File: src/rtl/trap_if.sv
// Commit-stage, interrupt and CSR signals exchanged with the machine-mode trap sequencer.
// The sequencer connects through the slave modport.
interface trap_if #(
    parameter int DATA_WIDTH = 32
);
    logic                  commit_valid;
    logic [DATA_WIDTH-1:0] commit_pc;
    logic                  exc_valid;
    logic [3:0]            exc_code;
    logic [DATA_WIDTH-1:0] exc_tval;
    logic                  mret_valid;
    logic                  ext_irq;
    logic                  sw_irq;
    logic                  timer_irq;
    logic                  mstatus_mie;
    logic                  mie_meie;
    logic                  mie_msie;
    logic                  mie_mtie;
    logic [DATA_WIDTH-3:0] mtvec_base;
    logic [1:0]            mtvec_mode;
    logic [DATA_WIDTH-1:0] mepc;
    logic                  flush;
    logic                  stall;
    logic                  take_trap;
    logic [DATA_WIDTH-1:0] trap_mepc;
    logic [DATA_WIDTH-1:0] trap_mcause;
    logic [DATA_WIDTH-1:0] trap_mtval;
    logic                  mret_done;
    logic                  pc_redirect;
    logic [DATA_WIDTH-1:0] pc_target;

    modport slave (
        input  commit_valid, commit_pc, exc_valid, exc_code, exc_tval, mret_valid,
               ext_irq, sw_irq, timer_irq, mstatus_mie, mie_meie, mie_msie, mie_mtie,
               mtvec_base, mtvec_mode, mepc,
        output flush, stall, take_trap, trap_mepc, trap_mcause, trap_mtval,
               mret_done, pc_redirect, pc_target
    );

    modport master (
        output commit_valid, commit_pc, exc_valid, exc_code, exc_tval, mret_valid,
               ext_irq, sw_irq, timer_irq, mstatus_mie, mie_meie, mie_msie, mie_mtie,
               mtvec_base, mtvec_mode, mepc,
        input  flush, stall, take_trap, trap_mepc, trap_mcause, trap_mtval,
               mret_done, pc_redirect, pc_target
    );
endinterface

File: src/rtl/trap_ctrl.sv
// Machine-mode trap sequencer: arbitrates exception > interrupt > MRET at commit,
// strobes the CSR update one cycle later and redirects fetch the cycle after that.
module trap_ctrl #(
    parameter int DATA_WIDTH = 32
) (
    input logic   clk,
    input logic   rst,
    trap_if.slave bus
);
    typedef enum logic [1:0] {IDLE, TRAP, MRET, REDIRECT} state_t;

    state_t                state;
    logic                  ext_en, sw_en, tmr_en;
    logic                  exc_det, irq_det, mret_det;
    logic [3:0]            irq_cause;
    logic [DATA_WIDTH-1:0] base_addr;

    logic                  stall_r, take_trap_r, mret_done_r, pc_redirect_r;
    logic [DATA_WIDTH-1:0] mepc_r, mcause_r, mtval_r, target_r;

    function automatic logic [DATA_WIDTH-1:0] vec_target(input logic [DATA_WIDTH-1:0] base,
                                                         input logic [3:0] cause);
        return base + {{(DATA_WIDTH-6){1'b0}}, cause, 2'b00};
    endfunction

    function automatic logic [DATA_WIDTH-1:0] irq_mcause(input logic [3:0] cause);
        return {1'b1, {(DATA_WIDTH-5){1'b0}}, cause};
    endfunction

    always_comb begin
        ext_en    = bus.ext_irq & bus.mie_meie;
        sw_en     = bus.sw_irq & bus.mie_msie;
        tmr_en    = bus.timer_irq & bus.mie_mtie;
        exc_det   = bus.commit_valid & bus.exc_valid;
        irq_det   = bus.commit_valid & bus.mstatus_mie & (ext_en | sw_en | tmr_en);
        mret_det  = bus.commit_valid & bus.mret_valid & ~bus.exc_valid;
        base_addr = {bus.mtvec_base, 2'b00};
        if (ext_en)
            irq_cause = 4'd11;
        else if (sw_en)
            irq_cause = 4'd3;
        else
            irq_cause = 4'd7;
    end

    // Flush is gated by reset so nothing is killed while the sequencer is held in reset.
    assign bus.flush       = rst & (state == IDLE) & (exc_det | irq_det | mret_det);
    assign bus.stall       = stall_r;
    assign bus.take_trap   = take_trap_r;
    assign bus.mret_done   = mret_done_r;
    assign bus.pc_redirect = pc_redirect_r;
    assign bus.trap_mepc   = mepc_r;
    assign bus.trap_mcause = mcause_r;
    assign bus.trap_mtval  = mtval_r;
    assign bus.pc_target   = target_r;

    always_ff @(posedge clk) begin
        if (!rst) begin
            state         <= IDLE;
            stall_r       <= 1'b0;
            take_trap_r   <= 1'b0;
            mret_done_r   <= 1'b0;
            pc_redirect_r <= 1'b0;
            mepc_r        <= '0;
            mcause_r      <= '0;
            mtval_r       <= '0;
            target_r      <= '0;
        end else begin
            take_trap_r   <= 1'b0;
            mret_done_r   <= 1'b0;
            pc_redirect_r <= 1'b0;
            case (state)
                IDLE: begin
                    if (exc_det) begin
                        mepc_r      <= bus.commit_pc;
                        mcause_r    <= {{(DATA_WIDTH-4){1'b0}}, bus.exc_code};
                        mtval_r     <= bus.exc_tval;
                        target_r    <= base_addr;
                        take_trap_r <= 1'b1;
                        stall_r     <= 1'b1;
                        state       <= TRAP;
                    end else if (irq_det) begin
                        mepc_r      <= bus.commit_pc;
                        mcause_r    <= irq_mcause(irq_cause);
                        mtval_r     <= '0;
                        // Modes 2 and 3 are reserved and fall back to direct.
                        target_r    <= (bus.mtvec_mode == 2'd1) ? vec_target(base_addr, irq_cause)
                                                                : base_addr;
                        take_trap_r <= 1'b1;
                        stall_r     <= 1'b1;
                        state       <= TRAP;
                    end else if (mret_det) begin
                        target_r    <= {bus.mepc[DATA_WIDTH-1:2], 2'b00};
                        mret_done_r <= 1'b1;
                        stall_r     <= 1'b1;
                        state       <= MRET;
                    end
                end
                TRAP, MRET: begin
                    pc_redirect_r <= 1'b1;
                    state         <= REDIRECT;
                end
                REDIRECT: begin
                    stall_r <= 1'b0;
                    state   <= IDLE;
                end
                default: state <= IDLE;
            endcase
        end
    end
endmodule

File: src/flat_wrapper.sv
// flat-port wrapper written by rule: the top's interface ports become plain ports
module trap_ctrl_flat 
#(
    parameter int DATA_WIDTH = 32
)
  (clk, rst, bus_commit_valid, bus_commit_pc, bus_exc_valid, bus_exc_code, bus_exc_tval, bus_mret_valid, bus_ext_irq, bus_sw_irq, bus_timer_irq, bus_mstatus_mie, bus_mie_meie, bus_mie_msie, bus_mie_mtie, bus_mtvec_base, bus_mtvec_mode, bus_mepc, bus_flush, bus_stall, bus_take_trap, bus_trap_mepc, bus_trap_mcause, bus_trap_mtval, bus_mret_done, bus_pc_redirect, bus_pc_target);
  trap_if #(.DATA_WIDTH(DATA_WIDTH)) bus_i ();
  input logic clk;
  input logic rst;
  input wire logic [$bits(bus_i.commit_valid)-1:0] bus_commit_valid;
  input wire logic [$bits(bus_i.commit_pc)-1:0] bus_commit_pc;
  input wire logic [$bits(bus_i.exc_valid)-1:0] bus_exc_valid;
  input wire logic [$bits(bus_i.exc_code)-1:0] bus_exc_code;
  input wire logic [$bits(bus_i.exc_tval)-1:0] bus_exc_tval;
  input wire logic [$bits(bus_i.mret_valid)-1:0] bus_mret_valid;
  input wire logic [$bits(bus_i.ext_irq)-1:0] bus_ext_irq;
  input wire logic [$bits(bus_i.sw_irq)-1:0] bus_sw_irq;
  input wire logic [$bits(bus_i.timer_irq)-1:0] bus_timer_irq;
  input wire logic [$bits(bus_i.mstatus_mie)-1:0] bus_mstatus_mie;
  input wire logic [$bits(bus_i.mie_meie)-1:0] bus_mie_meie;
  input wire logic [$bits(bus_i.mie_msie)-1:0] bus_mie_msie;
  input wire logic [$bits(bus_i.mie_mtie)-1:0] bus_mie_mtie;
  input wire logic [$bits(bus_i.mtvec_base)-1:0] bus_mtvec_base;
  input wire logic [$bits(bus_i.mtvec_mode)-1:0] bus_mtvec_mode;
  input wire logic [$bits(bus_i.mepc)-1:0] bus_mepc;
  output wire logic [$bits(bus_i.flush)-1:0] bus_flush;
  output wire logic [$bits(bus_i.stall)-1:0] bus_stall;
  output wire logic [$bits(bus_i.take_trap)-1:0] bus_take_trap;
  output wire logic [$bits(bus_i.trap_mepc)-1:0] bus_trap_mepc;
  output wire logic [$bits(bus_i.trap_mcause)-1:0] bus_trap_mcause;
  output wire logic [$bits(bus_i.trap_mtval)-1:0] bus_trap_mtval;
  output wire logic [$bits(bus_i.mret_done)-1:0] bus_mret_done;
  output wire logic [$bits(bus_i.pc_redirect)-1:0] bus_pc_redirect;
  output wire logic [$bits(bus_i.pc_target)-1:0] bus_pc_target;
  assign bus_i.commit_valid = bus_commit_valid;
  assign bus_i.commit_pc = bus_commit_pc;
  assign bus_i.exc_valid = bus_exc_valid;
  assign bus_i.exc_code = bus_exc_code;
  assign bus_i.exc_tval = bus_exc_tval;
  assign bus_i.mret_valid = bus_mret_valid;
  assign bus_i.ext_irq = bus_ext_irq;
  assign bus_i.sw_irq = bus_sw_irq;
  assign bus_i.timer_irq = bus_timer_irq;
  assign bus_i.mstatus_mie = bus_mstatus_mie;
  assign bus_i.mie_meie = bus_mie_meie;
  assign bus_i.mie_msie = bus_mie_msie;
  assign bus_i.mie_mtie = bus_mie_mtie;
  assign bus_i.mtvec_base = bus_mtvec_base;
  assign bus_i.mtvec_mode = bus_mtvec_mode;
  assign bus_i.mepc = bus_mepc;
  assign bus_flush = bus_i.flush;
  assign bus_stall = bus_i.stall;
  assign bus_take_trap = bus_i.take_trap;
  assign bus_trap_mepc = bus_i.trap_mepc;
  assign bus_trap_mcause = bus_i.trap_mcause;
  assign bus_trap_mtval = bus_i.trap_mtval;
  assign bus_mret_done = bus_i.mret_done;
  assign bus_pc_redirect = bus_i.pc_redirect;
  assign bus_pc_target = bus_i.pc_target;
  trap_ctrl #(.DATA_WIDTH(DATA_WIDTH)) u_core (.clk(clk), .rst(rst), .bus(bus_i));
endmodule
File: config.mk
export PLATFORM = sky130hd
export DESIGN_NAME = trap_ctrl_flat
export DESIGN_NICKNAME = d
export VERILOG_FILES = /design/src/rtl/trap_if.sv /design/src/rtl/trap_ctrl.sv /design/src/flat_wrapper.sv
export SDC_FILE = /design/constraint.sdc
export NUM_CORES = 1
export LEC_CHECK = 0
export BUFFER_PORTS_ARGS = -buffer_cell sky130_fd_sc_hd__buf_4
export CORE_MARGIN = 3
export CORE_UTILIZATION = 32
export DETAILED_ROUTE_END_ITERATION = 12
export GPL_TIMING_DRIVEN = 0
export MAX_ROUTING_LAYER = met4
export PLACE_DENSITY = 0.63
export SYNTH_ARGS = -nofsm -noshare
export SYNTH_HDL_FRONTEND = slang
export SYNTH_SLANG_ARGS = --single-unit
File: constraint.sdc
create_clock -name clk -period 1.9 [get_ports clk]
set_input_delay 0.095 -clock clk [delete_from_list [all_inputs] [get_ports clk]]
set_output_delay 0.095 -clock clk [all_outputs]
set_load 0.01 [all_outputs]
Yosys cells after proc, flatten, opt, wreduce, memory -nomap -nowiden
Index checks and enable logic that the tools add are counted.
{"block": "totals", "out_inout_bits": 133, "wordCells": 66, "register_bits": 134}
{"block": "op_classes", "reduce_logical": 10, "mux": 24, "n_addsub": 1, "bitwise": 17, "eq_ne": 5}
{"operator": "$mux W32", "n": 10}
{"operator": "$add A32 B6 Y32", "n": 1}
{"operator": "$and A1 B1 Y1", "n": 10}
{"operator": "$reduce_and A2 Y1", "n": 4}
{"operator": "$mux W1", "n": 7}
{"operator": "$mux W2", "n": 3}
{"operator": "$pmux W2 S3", "n": 1}
{"operator": "$eq A2 B1 Y1 const B", "n": 2}
{"operator": "$eq A2 B2 Y1 const B", "n": 2}
{"operator": "$mux W4", "n": 1}
{"operator": "$ne A4 B1 Y1 const B", "n": 1}
{"operator": "$or A1 B1 Y1", "n": 4}
{"operator": "$reduce_bool A2 Y1", "n": 2}
{"operator": "$reduce_or A4 Y1", "n": 1}
{"operator": "$mux W3", "n": 1}
{"operator": "$not A1 Y1", "n": 3}
{"operator": "$reduce_bool A3 Y1", "n": 1}
{"operator": "$logic_not A2 Y1", "n": 1}
{"operator": "$pmux W1 S2", "n": 1}
{"operator": "$reduce_or A2 Y1", "n": 1}

Depth between registers and ports, before layout
{"block": "depth", "depth_word": 7, "mapped_depth": 10}

Least setup slack after synthesis
Ideal clock, no wire load.
{"block": "synth_path", "path_kind": "input port to flip-flop", "from": "input port bus_ext_irq", "to": "register u_core.target_r[29], in the netlist u_core.bus.pc_target[29]", "setup_slack_ns": -0.116, "arrival_time_ns": 1.958, "cell_stages": 9, "n_path_buf": 0, "cell_sequence": "and2_1 > a21oi_1 > ha_1 > o211ai_1 > and2_1 > or3_4 > or4_1 > a21oi_1 > o21a_1"}
{"block": "synth_between", "elab_chain_cells": 6, "word_cells_on_any_way": 11}
{"item": "from (decl)", "line_no": "flat_wrapper.sv:16", "text": "input wire logic [$bits(bus_i.ext_irq)-1:0] bus_ext_irq;"}
{"item": "$and A1 B1 Y1 (*)", "line_no": "trap_ctrl.sv:31", "text": "ext_en = bus.ext_irq & bus.mie_meie;"}
{"item": "$mux W4 / $or A1 B1 Y1 (equally long branches)", "line_no": "trap_ctrl.sv:38, trap_ctrl.sv:35"}
{"item": "$add A32 B6 Y32 / $or A1 B1 Y1 (equally long branches)", "line_no": "trap_ctrl.sv:23, trap_ctrl.sv:35"}
{"item": "$mux W32 / $and A1 B1 Y1 (equally long branches)", "line_no": "trap_ctrl.sv:87, trap_ctrl.sv:35"}
{"item": "$mux W32 / $reduce_bool A3 Y1 (equally long branches)"}
{"item": "$mux W32 / $reduce_and A2 Y1 (equally long branches)"}
{"item": "to (signal assigned)", "line_no": "trap_ctrl.sv:78", "text": "target_r <= base_addr;"}
{"item": "to (signal assigned)", "line_no": "trap_ctrl.sv:87", "text": "target_r <= (bus.mtvec_mode == 2'd1) ? vec_target(base_addr, irq_cause)"}
{"item": "to (signal assigned)", "line_no": "trap_ctrl.sv:93", "text": "target_r <= {bus.mepc[DATA_WIDTH-1:2], 2'b00};"}
{"item": "to (decl)", "line_no": "trap_ctrl.sv:19", "text": "logic [DATA_WIDTH-1:0] mepc_r, mcause_r, mtval_r, target_r;"}
Mark *: on every way between the ends. The rest lies on a longest branch, timed or not.
A chain may end at the register's enable or synchronous reset.

Final worst setup path
{"block": "layout_path", "from": "register u_core.state[0]", "to": "output port bus_flush"}
{"block": "layout_between", "elab_chain_cells": 3}
{"item": "from (decl)", "line_no": "trap_ctrl.sv:12", "text": "state_t state;"}
{"item": "from (signal assigned)", "line_no": "trap_ctrl.sv:59", "text": "state <= IDLE;"}
{"item": "from (signal assigned)", "line_no": "trap_ctrl.sv:81", "text": "state <= TRAP;"}
{"item": "from (signal assigned)", "line_no": "trap_ctrl.sv:91", "text": "state <= TRAP;"}
{"item": "$logic_not A2 Y1", "line_no": "trap_ctrl.sv:47", "text": "assign bus.flush = rst & (state == IDLE) & (exc_det | irq_det | mret_det);"}
{"item": "$and A1 B1 Y1 (2 in a row)", "line_no": "trap_ctrl.sv:47"}
{"item": "to (decl)", "line_no": "flat_wrapper.sv:26", "text": "output wire logic [$bits(bus_i.flush)-1:0] bus_flush;"}
No other way between the ends.

==> results.json <==
{
  "status": "complete, no violations",
  "clkTransAtPathRegs_ns": 0.07,
  "portBuffers": 242,
  "cp_max_fo": 5,
  "yosys_warnings": 0,
  "design_area_um2": 8450,
  "final.period_utilization": 0.960,
  "routedWlPerCell_um": 17.0,
  "drive_above_1_share": 0.334,
  "grt-ovfl-total": 0,
  "final_core_util": 0.548,
  "avgSynthCellArea_um2": 7.78,
  "hp-class": "input port to register",
  "grtUsageTotal": 0.229,
  "crit_arrival_ns": 1.73,
  "dp.cells": 1140,
  "wl_mm": 20.9,
  "grt_start_max_net_pins": 20,
  "critical-path-max-stage-delay_ns": 0.33,
  "drt_iter0_drc": 400,
  "viasPerCell": 5.01,
  "tightest_slew_ns": 0.734,
  "design.die.area_um2": 17600,
  "clock_sinks": 105,
  "synth_edf_count": 0,
  "cts-root-buf": "clkbuf_16",
  "cp-start-kind": "register",
  "p_leak_nw": 3.82,
  "ios": 277,
  "netlist_area_um2": 5120,
  "synthFlopType": "dfxtp_1",
  "ys_types": 65,
  "worstSetupPathType": "register to output port",
  "power.total_mw": 7.80,
  "grt_pass1_vias": 5762,
  "cts_buffer_depth": 2,
  "rsz0062_at_grt": "yes",
  "fin_hold_ws_ns": 0.0157,
  "finalSetupViolCount": 0,
  "dp_hpwl_mm": 15.0,
  "synth_async_sr_flop_share": 0,
  "synthTopCellsByArea": "dfxtp_1 (41%), nand2_1 (8.1%), a21oi_1 (6.4%)",
  "drv_cap": 0,
  "routabilityCongestion": 0.915,
  "endpoint_kind": "output port",
  "ir_drop_mv": 0.558,
  "worst-path-buf-inv": 4,
  "drc": 0,
  "syn_inst": 659,
  "initial_utilization": 0.332,
  "synth_top_area_frac": 0.410,
  "slew_viol_final": 0,
  "areaGrowthSynthToFinish_pct": 64.9,
  "postRouteAntennaNets": 0,
  "crit_top_cell": "buf_4",
  "synth-seq-area-share": 0.410,
  "cts_tree": "built",
  "instances_no_fill": 1228,
  "yosysTopAreaCell": "dfxtp_1",
  "fin_crit_ns": 1.82,
  "finalHoldViolations": 0,
  "clk_latency_ns": 0.36,
  "setup-tns-final_ns": 0,
  "clock-skew-final_ns": 0.00602,
  "nets": 1160,
  "numCtsBuffers": 9,
  "slew_headroom": 0.511,
  "place_area_um2": 7320,
  "firstDrtPassIters": 5,
  "power-per-cell-area_nw_per_um2": 923,
  "placementRows": 45,
  "required_ns": 1.80,
  "vias": 6154,
  "die_height_um": 133,
  "synth_seq_cells": 105,
  "die_x_um": 133,
  "coreArea_um2": 15400,
  "timing.final.ws_setup_ns": 0.0765,
  "antenna_found_initial": 0,
  "fmax_mhz": 548,
  "path_cells": "inv_1 -> ha_2 -> o311ai_2 -> a21oi_2 -> buf_4 -> nand2_2 -> inv_2 -> buf_4",
  "grt_pass1_wl_mm": 31.3,
  "crit_path_top_delay_cell": "dfxtp_1",
  "timing.critical_path.max_delay_family": "buffers and inverters",
  "dp_slack_ns": -0.810,
  "htree_levels": 3
}
## flip-flops by register name (all words and copies together) (netlist names)
name / count
u_core.state: 2
u_core.bus.pc_redirect: 1
u_core.bus.take_trap: 1
u_core.bus.trap_mtval: 32
u_core.bus.trap_mepc: 32
u_core.bus.mret_done: 1
u_core.bus.pc_target: 30
u_core.bus.stall: 1
u_core.bus.trap_mcause: 5
## cells in the mapped netlist, drive strengths merged, types with 3 or more instances
cell type	number
nand2	110
dfxtp	105
a21oi	66
nor2	65
buf	42
clkbuf	37
a22oi	34
o21ai	32
nand3	20
nor3	11
a31oi	10
inv	9
nand4	9
o211ai	8
and2	6
and3	6
mux2i	6
a21o	5
a311oi	5
ha	5
a221oi	4
nand2b	4
o22ai	4
or3	4
nor2b	3
nor4	3
o221ai	3
o31ai	3
xor2	3
## logic make-up after synthesis
kind of cell | Yosys count | share of synthesized area
AOI/OAI and AO/OA | 198 | 0.248
xor gates and xnor gates | 5 | 0.00855
adders and majority gates | 5 | 0.0122
buffers and inverters | 88 | 0.0896
DFF | 105 | 0.410
muxes | 6 | 0.0117
other | 1 | 0.000732
and+or+nand+nor | 251 | 0.219
## tightest hold or removal path: stages
cell and delay [ns]:
buf_4 0.08, a22oi_1 0.05, nor2_1 0.10
## cell type report
class                   count  area [µm²]
diodes                      1        2.50
plain buffers              78         462
clock buffers               9         225
clock inverters             7        83.8
fillers                  1504        6970
inverters                   9        33.8
multi-input cells         494        2760
flip-flops and latches    105        2100
well taps                 211         264
repair buffers            314        2520
## final timing paths
kind / to / depth (start not counted) / start / slack (ns)
setup / recovery: bus_flush / 8 / u_core.state[0]$_SDFFE_PN0P_ / 0.08
hold / removal: u_core.bus.trap_mtval[18]$_SDFFE_PN0P_ / 3 / bus_exc_tval[18] / 0.02
setup reg to reg: u_core.bus.pc_target[19]$_SDFFE_PN0P_ / 8 / u_core.state[0]$_SDFFE_PN0P_ / 0.16
hold reg to reg: u_core.bus.trap_mepc[5]$_SDFFE_PN0P_ / 2 / u_core.bus.trap_mepc[5]$_SDFFE_PN0P_ / 0.46
## layer usage
| metal | global-route usage | vias to the layer above | wire, µm |
|---|---|---|---|
| li1 | - | 2993 | - |
| met1 | 0.288 | 2858 | 8820 |
| met2 | 0.370 | 273 | 10100 |
| met3 | 0.0498 | 30 | 1490 |
| met4 | 0.0704 | 0 | 459 |
| met5 | - | - | 0 |
## where the power goes
group          switching, mW  total, mW  internal [mW]
Clock                  0.939       1.99           1.05
Sequential             0.213       2.81           2.60
Combinational           1.61       3.00           1.39
Total                   2.76       7.80           5.04
## cell usage in the layout, fill, tap and decap left out, types with 8 or more instances in the layout
cell type and instances:
o211ai_1 8, clkbuf_16 9, clkbuf_2 8, a31oi_1 10, o21ai_0 27, buf_4 278
nand2_1 109, conb_1 29, a21oi_1 64, dfxtp_1 105, nor3_1 9, nor2_1 63
a22oi_1 34, nand4_1 9, dlygate4sd3_1 67, clkbuf_1 24, nand3_1 20
## what timing repair did
item	4_1_cts	5_1_grt
hold buffers	67	0
gates resized for setup	18	29
endpoints found under the setup margin	99	74
pin swaps	2	1
hold endpoints to repair	67	0
setup buffers	5	0
Note: power is estimated with default switching activity, not from simulation.
